$ cat src/rtl/key_debounce.sv
// Push-button conditioner: two-flop synchroniser, per-key stability-counter
// debounce FSM, registered debounced level plus single-cycle press/release pulses.
module key_debounce #(
  parameter int unsigned N_KEYS      = 4,
  parameter int unsigned CNT_MAX     = 500000,
  parameter int unsigned CNT_W       = 20,
  parameter int unsigned ACTIVE_HIGH = 1
) (
  input  logic              clk,
  input  logic              rst_n,
  input  logic [N_KEYS-1:0] key_in,
  output logic [N_KEYS-1:0] key_level,
  output logic [N_KEYS-1:0] key_press,
  output logic [N_KEYS-1:0] key_release
);

  localparam logic [CNT_W-1:0] CNT_LAST = CNT_W'(CNT_MAX - 1);
  localparam logic             REL_LVL  = (ACTIVE_HIGH != 0) ? 1'b0 : 1'b1;

  typedef enum logic [1:0] {
    IDLE         = 2'd0,
    PRESS_WAIT   = 2'd1,
    PRESSED      = 2'd2,
    RELEASE_WAIT = 2'd3
  } state_e;

  logic [N_KEYS-1:0] sync1_q, sync2_q;
  logic [N_KEYS-1:0] s_c;

  // Synchronisers reset to the released level so a held key re-qualifies after reset.
  always_ff @(posedge clk or negedge rst_n) begin
    if (!rst_n) begin
      sync1_q <= {N_KEYS{REL_LVL}};
      sync2_q <= {N_KEYS{REL_LVL}};
    end else begin
      sync1_q <= key_in;
      sync2_q <= sync1_q;
    end
  end

  assign s_c = (ACTIVE_HIGH != 0) ? sync2_q : ~sync2_q;

  for (genvar i = 0; i < int'(N_KEYS); i++) begin : g_key
    state_e           state_q, state_d;
    logic [CNT_W-1:0] cnt_q, cnt_d;
    logic             level_q, level_d;
    logic             press_q, press_d;
    logic             release_q, release_d;

    always_ff @(posedge clk or negedge rst_n) begin
      if (!rst_n) begin
        state_q   <= IDLE;
        cnt_q     <= '0;
        level_q   <= 1'b0;
        press_q   <= 1'b0;
        release_q <= 1'b0;
      end else begin
        state_q   <= state_d;
        cnt_q     <= cnt_d;
        level_q   <= level_d;
        press_q   <= press_d;
        release_q <= release_d;
      end
    end

    // Counter tracks how long s has disagreed with the accepted level.
    always_comb begin
      state_d   = state_q;
      cnt_d     = cnt_q;
      level_d   = level_q;
      press_d   = 1'b0;
      release_d = 1'b0;
      case (state_q)
        IDLE: begin
          if (s_c[i]) begin
            state_d = PRESS_WAIT;
            cnt_d   = CNT_W'(1);
          end
        end
        PRESS_WAIT: begin
          if (!s_c[i]) begin
            state_d = IDLE;
            cnt_d   = '0;
          end else if (cnt_q == CNT_LAST) begin
            state_d = PRESSED;
            level_d = 1'b1;
            press_d = 1'b1;
            cnt_d   = '0;
          end else begin
            cnt_d = cnt_q + CNT_W'(1);
          end
        end
        PRESSED: begin
          if (!s_c[i]) begin
            state_d = RELEASE_WAIT;
            cnt_d   = CNT_W'(1);
          end
        end
        RELEASE_WAIT: begin
          if (s_c[i]) begin
            state_d = PRESSED;
            cnt_d   = '0;
          end else if (cnt_q == CNT_LAST) begin
            state_d   = IDLE;
            level_d   = 1'b0;
            release_d = 1'b1;
            cnt_d     = '0;
          end else begin
            cnt_d = cnt_q + CNT_W'(1);
          end
        end
        default: begin
          state_d = IDLE;
          cnt_d   = '0;
          level_d = 1'b0;
        end
      endcase
    end

    assign key_level[i]   = level_q;
    assign key_press[i]   = press_q;
    assign key_release[i] = release_q;
  end

endmodule

$ cat config.mk
export PLATFORM = sky130hd
export DESIGN_NAME = key_debounce
export DESIGN_NICKNAME = d
export VERILOG_FILES = /design/src/rtl/key_debounce.sv
export SDC_FILE = /design/constraint.sdc
export NUM_CORES = 1
export LEC_CHECK = 0
export BUFFER_PORTS_ARGS = -buffer_cell sky130_fd_sc_hd__buf_2
export CAP_MARGIN = 20
export CORE_MARGIN = 4
export CORE_UTILIZATION = 67
export CTS_CLUSTER_DIAMETER = 150
export DETAILED_ROUTE_END_ITERATION = 10
export MAX_ROUTING_LAYER = met4
export PLACE_DENSITY = 0.85
export SKIP_LAST_GASP = 1
export SLEW_MARGIN = 10
export SYNTH_ARGS = -nofsm -noshare
export SYNTH_HDL_FRONTEND = slang
export SYNTH_SLANG_ARGS = --single-unit
$ cat constraint.sdc
create_clock -name clk -period 5.1 [get_ports clk]
set_clock_uncertainty 0.05 [all_clocks]
set_input_delay 0.255 -clock clk [delete_from_list [all_inputs] [get_ports clk]]
set_output_delay 0.255 -clock clk [all_outputs]
set_load 0.01 [all_outputs]
==> results_dict.tcl <==
set metrics [dict create \
    syn-cell-area_um2 5552 \
    dr.pass1.iters 5 \
    gp_congestion 0.9187 \
    die_y_um 99.03 \
    drive_gt1_share_pct 8.486 \
    avgSynthCellArea_um2 9.409 \
    hold_ws_ps 310.2 \
    final_nets 607 \
    max_cap_viol_count 0 \
    critical_path.endpoint_type "flop" \
    leakage_nw 2.510 \
    clockRootBuffer "clkbuf_8" \
    grt_pass1_wl_um 19910 \
    tns_ps 0 \
    rows 32 \
    vdd_ir_drop_max_mv 0.2169 \
    initialDrtViolationCount 228 \
    num_io_pins 18 \
    post-route-period-util_pct 44.46 \
    diodes 0 \
    drc 0 \
    clockBufferDepth 2 \
    fin_cells 703 \
    tightest_slew_ps 1011 \
    fin_total_pwr_mw 1.631 \
    die_x_um 99.03 \
    yosysWarnings 0 \
    post_drt_via_cell_ratio 6.297 \
    die_area_um2 9806 \
    maxSlewHeadroom_pct 32.61 \
    vias 4427 \
    setup.worst_path.end "g_key[0].cnt_q[13]" \
    cp-start-kind "flop" \
    cp.required_ps 5340 \
    cts_resized 0 \
    io_buffers 17 \
    ys.flop_type "dfrtp_1" \
    min_period_ps 2268 \
    dp_hpwl_um 7471 \
    placed_cells 683 \
    outcome "complete, no violations" \
    synthArstFlopShare_pct 100.0 \
    max_freq_mhz 441.0 \
    finalMaxSlewViolations 0 \
    clock_latency_ps 370 \
    crit_fanout 24 \
    syn_to_final_growth_pct 6.356 \
    reg2reg_to "g_key[0].cnt_q[13]" \
    min_from "sync1_q[2]" \
    power-per-cell-area_nw_per_um2 276.2 \
    ys_ff_latch 108 \
    rr_startpoint "g_key[0].cnt_q[0]" \
    setup_viol 0 \
    grt_max_degree 71 \
    yosysTopAreaCell "dfrtp_1" \
    r2r_cells 6 \
    clk_pin_slew_ps 90 \
    grt_pass1_vias 4345 \
    coreArea_um2 7888 \
    track_usage_pct 25.25 \
    yosysUniqueCellTypes 58 \
    critPathKind "flop to flop" \
    ys_seq_area_share_pct 48.68 \
    critPathMaxStageDelay_ps 770 \
    numCtsBuffers 9 \
    syn_inst 590 \
    drt_wl_total_um 11050 \
    yosysTopAreaCellShare_pct 48.68 \
    hold_path_class "flop to flop" \
    crit_chain "ha_1 -> nand3_1 -> nor2_1 -> a21oi_2 -> a41oi_1 -> a31oi_1" \
    cts_htree_levels 3 \
    ys_top_cells_by_area "dfrtp_1 49%, nand2_1 4.4%, nand3_1 3.7%, a31oi_1 3.6%, nor2_1 3.6%" \
    grt-ovfl-total 0 \
    antenna_found_initial 0 \
    rsz0062_at_grt "no" \
    crit_start "g_key[0].cnt_q[0]" \
    start_util_pct 70.38 \
    crit_arrival_ps 2510 \
    crit_slowest_cell "a21oi_2" \
    syn_nets 600 \
    wl_per_cell_um 15.72 \
    cts.sinks 108 \
    r2r_setup_slack_ps 2830 \
    ant_nets 0 \
    hold_viol_final 0 \
    synth_edf_count 0 \
    cts_tree "built" \
]
layout make-up:
| cell class | count | area [µm²] |
|---|---|---|
| fill | 511 | 1983 |
| multi-input combinational | 436 | 2619 |
| clock inverter | 4 | 97.59 |
| sequential | 108 | 2703 |
| clock buffer | 11 | 141.4 |
| inverter | 19 | 71.32 |
| timing repair buffer | 23 | 145.1 |
| tap | 102 | 127.6 |
cells in the final DEF, fill, tap and decap left out, types with 5 or more instances in the layout:
master / Yosys / routed
nor2_1: 53 / 53
inv_1: 19 / 19
nand4_1: 10 / 10
a22o_1: 8 / 8
buf_2: 6 / 16
nand2_1: 65 / 65
xor2_1: 9 / 9
o21ai_0: 33 / 33
and4_1: 9 / 9
and3_1: 17 / 17
nor3_1: 21 / 21
nor4_1: 8 / 8
a31oi_1: 32 / 32
a21oi_1: 24 / 24
clkbuf_8: 0 / 10
a21o_1: 6 / 6
dlygate4sd3_1: 0 / 5
xnor2_1: 17 / 17
and2_1: 9 / 9
or4_1: 5 / 5
dfrtp_1: 108 / 108
nand3_1: 41 / 41
report_power, final:
group	switching (mW)	leakage (nW)	internal, mW
Combinational	0.0679	0.928	0.0362
Clock	0.279	0.116	0.337
Sequential	0.0319	1.47	0.878
Total	0.379	2.51	1.25
cell families after synthesis:
group	Yosys count	synth area share [%]
AND/OR/NAND/NOR	264	24.54
XOR/XNOR	30	5.274
multiplexers	4	0.7212
AO/OA/AOI/OAI	134	15.73
flip-flops	108	48.68
buffers and inverters	46	4.147
adder cells (fa/ha/maj)	4	0.9015
per-stage QoR:
| stage | utilization, % | cell area [µm²] | worst slack [ps] |
|---|---|---|---|
| after floorplan | - | 5552 | 3274 |
| after global placement | 71.19 | 5615 | 3035 |
| after detailed placement | 71.19 | 5615 | 2913 |
| after CTS | 74.86 | 5904 | 2861 |
| after global routing | 74.86 | 5904 | 2570 |
| final | 74.86 | 5904 | 2832 |
critical path: cells and delay by family, from the launching register on:
kind            cells  cell delay [ps]
fa+ha+maj           1              270
simple gates        2              210
compound gates      3             1230
flops               1              430
Yosys cell counts (4+ instances only):
cell      instances
dfrtp_1         108
o211ai_1          4
o21ai_0          33
nand2_1          65
and4_1            9
nor2_1           53
inv_1            19
buf_2             6
mux2i_1           4
nand3_1          41
and2_1            9
a41oi_1           4
a31oi_1          32
ha_1              4
buf_4            13
xor2_1            9
xnor2_1          17
nor4b_1           4
xor2_2            4
nor3_1           21
nor4_1            8
and3_1           17
or4_1             5
nand4_1          10
clkbuf_1          7
a21oi_1          24
a22o_1            8
a21o_1            6
state kept, by name (all words and copies together) (netlist names), named ones only:
name,count
s_c,4
g_key.level_q,4
sync1_q,4
g_key.release_q,4
g_key.press_q,4
g_key.cnt_q,80
g_key.state_q,4
how the worst min path moves through the flow:
stage                             end  slack [ps]  cells past startpoint
floorplan                   async pin         -90                      0
global placement    g_key[2].cnt_q[6]         190                      1
detailed placement  g_key[2].cnt_q[6]         200                      1
CTS                            s_c[2]         310                      0
global route                   s_c[3]         320                      0
finish                         s_c[2]         310                      0
layer usage:
metal | GRT usage, % | vias up | wire [µm]
met5 | - | - | 0
met4 | 7.143 | 0 | 171
met3 | 5.379 | 17 | 531
met2 | 39.00 | 122 | 5282
met1 | 34.04 | 2140 | 5065
li1 | - | 2148 | -
what timing repair did:
| action | CTS | global route |
|---|---|---|
| setup buffers | 0 | 0 |
| hold buffers | 5 | 0 |
| hold endpoints to repair | 42 | 0 |
(Power assumes the default switching activity.)
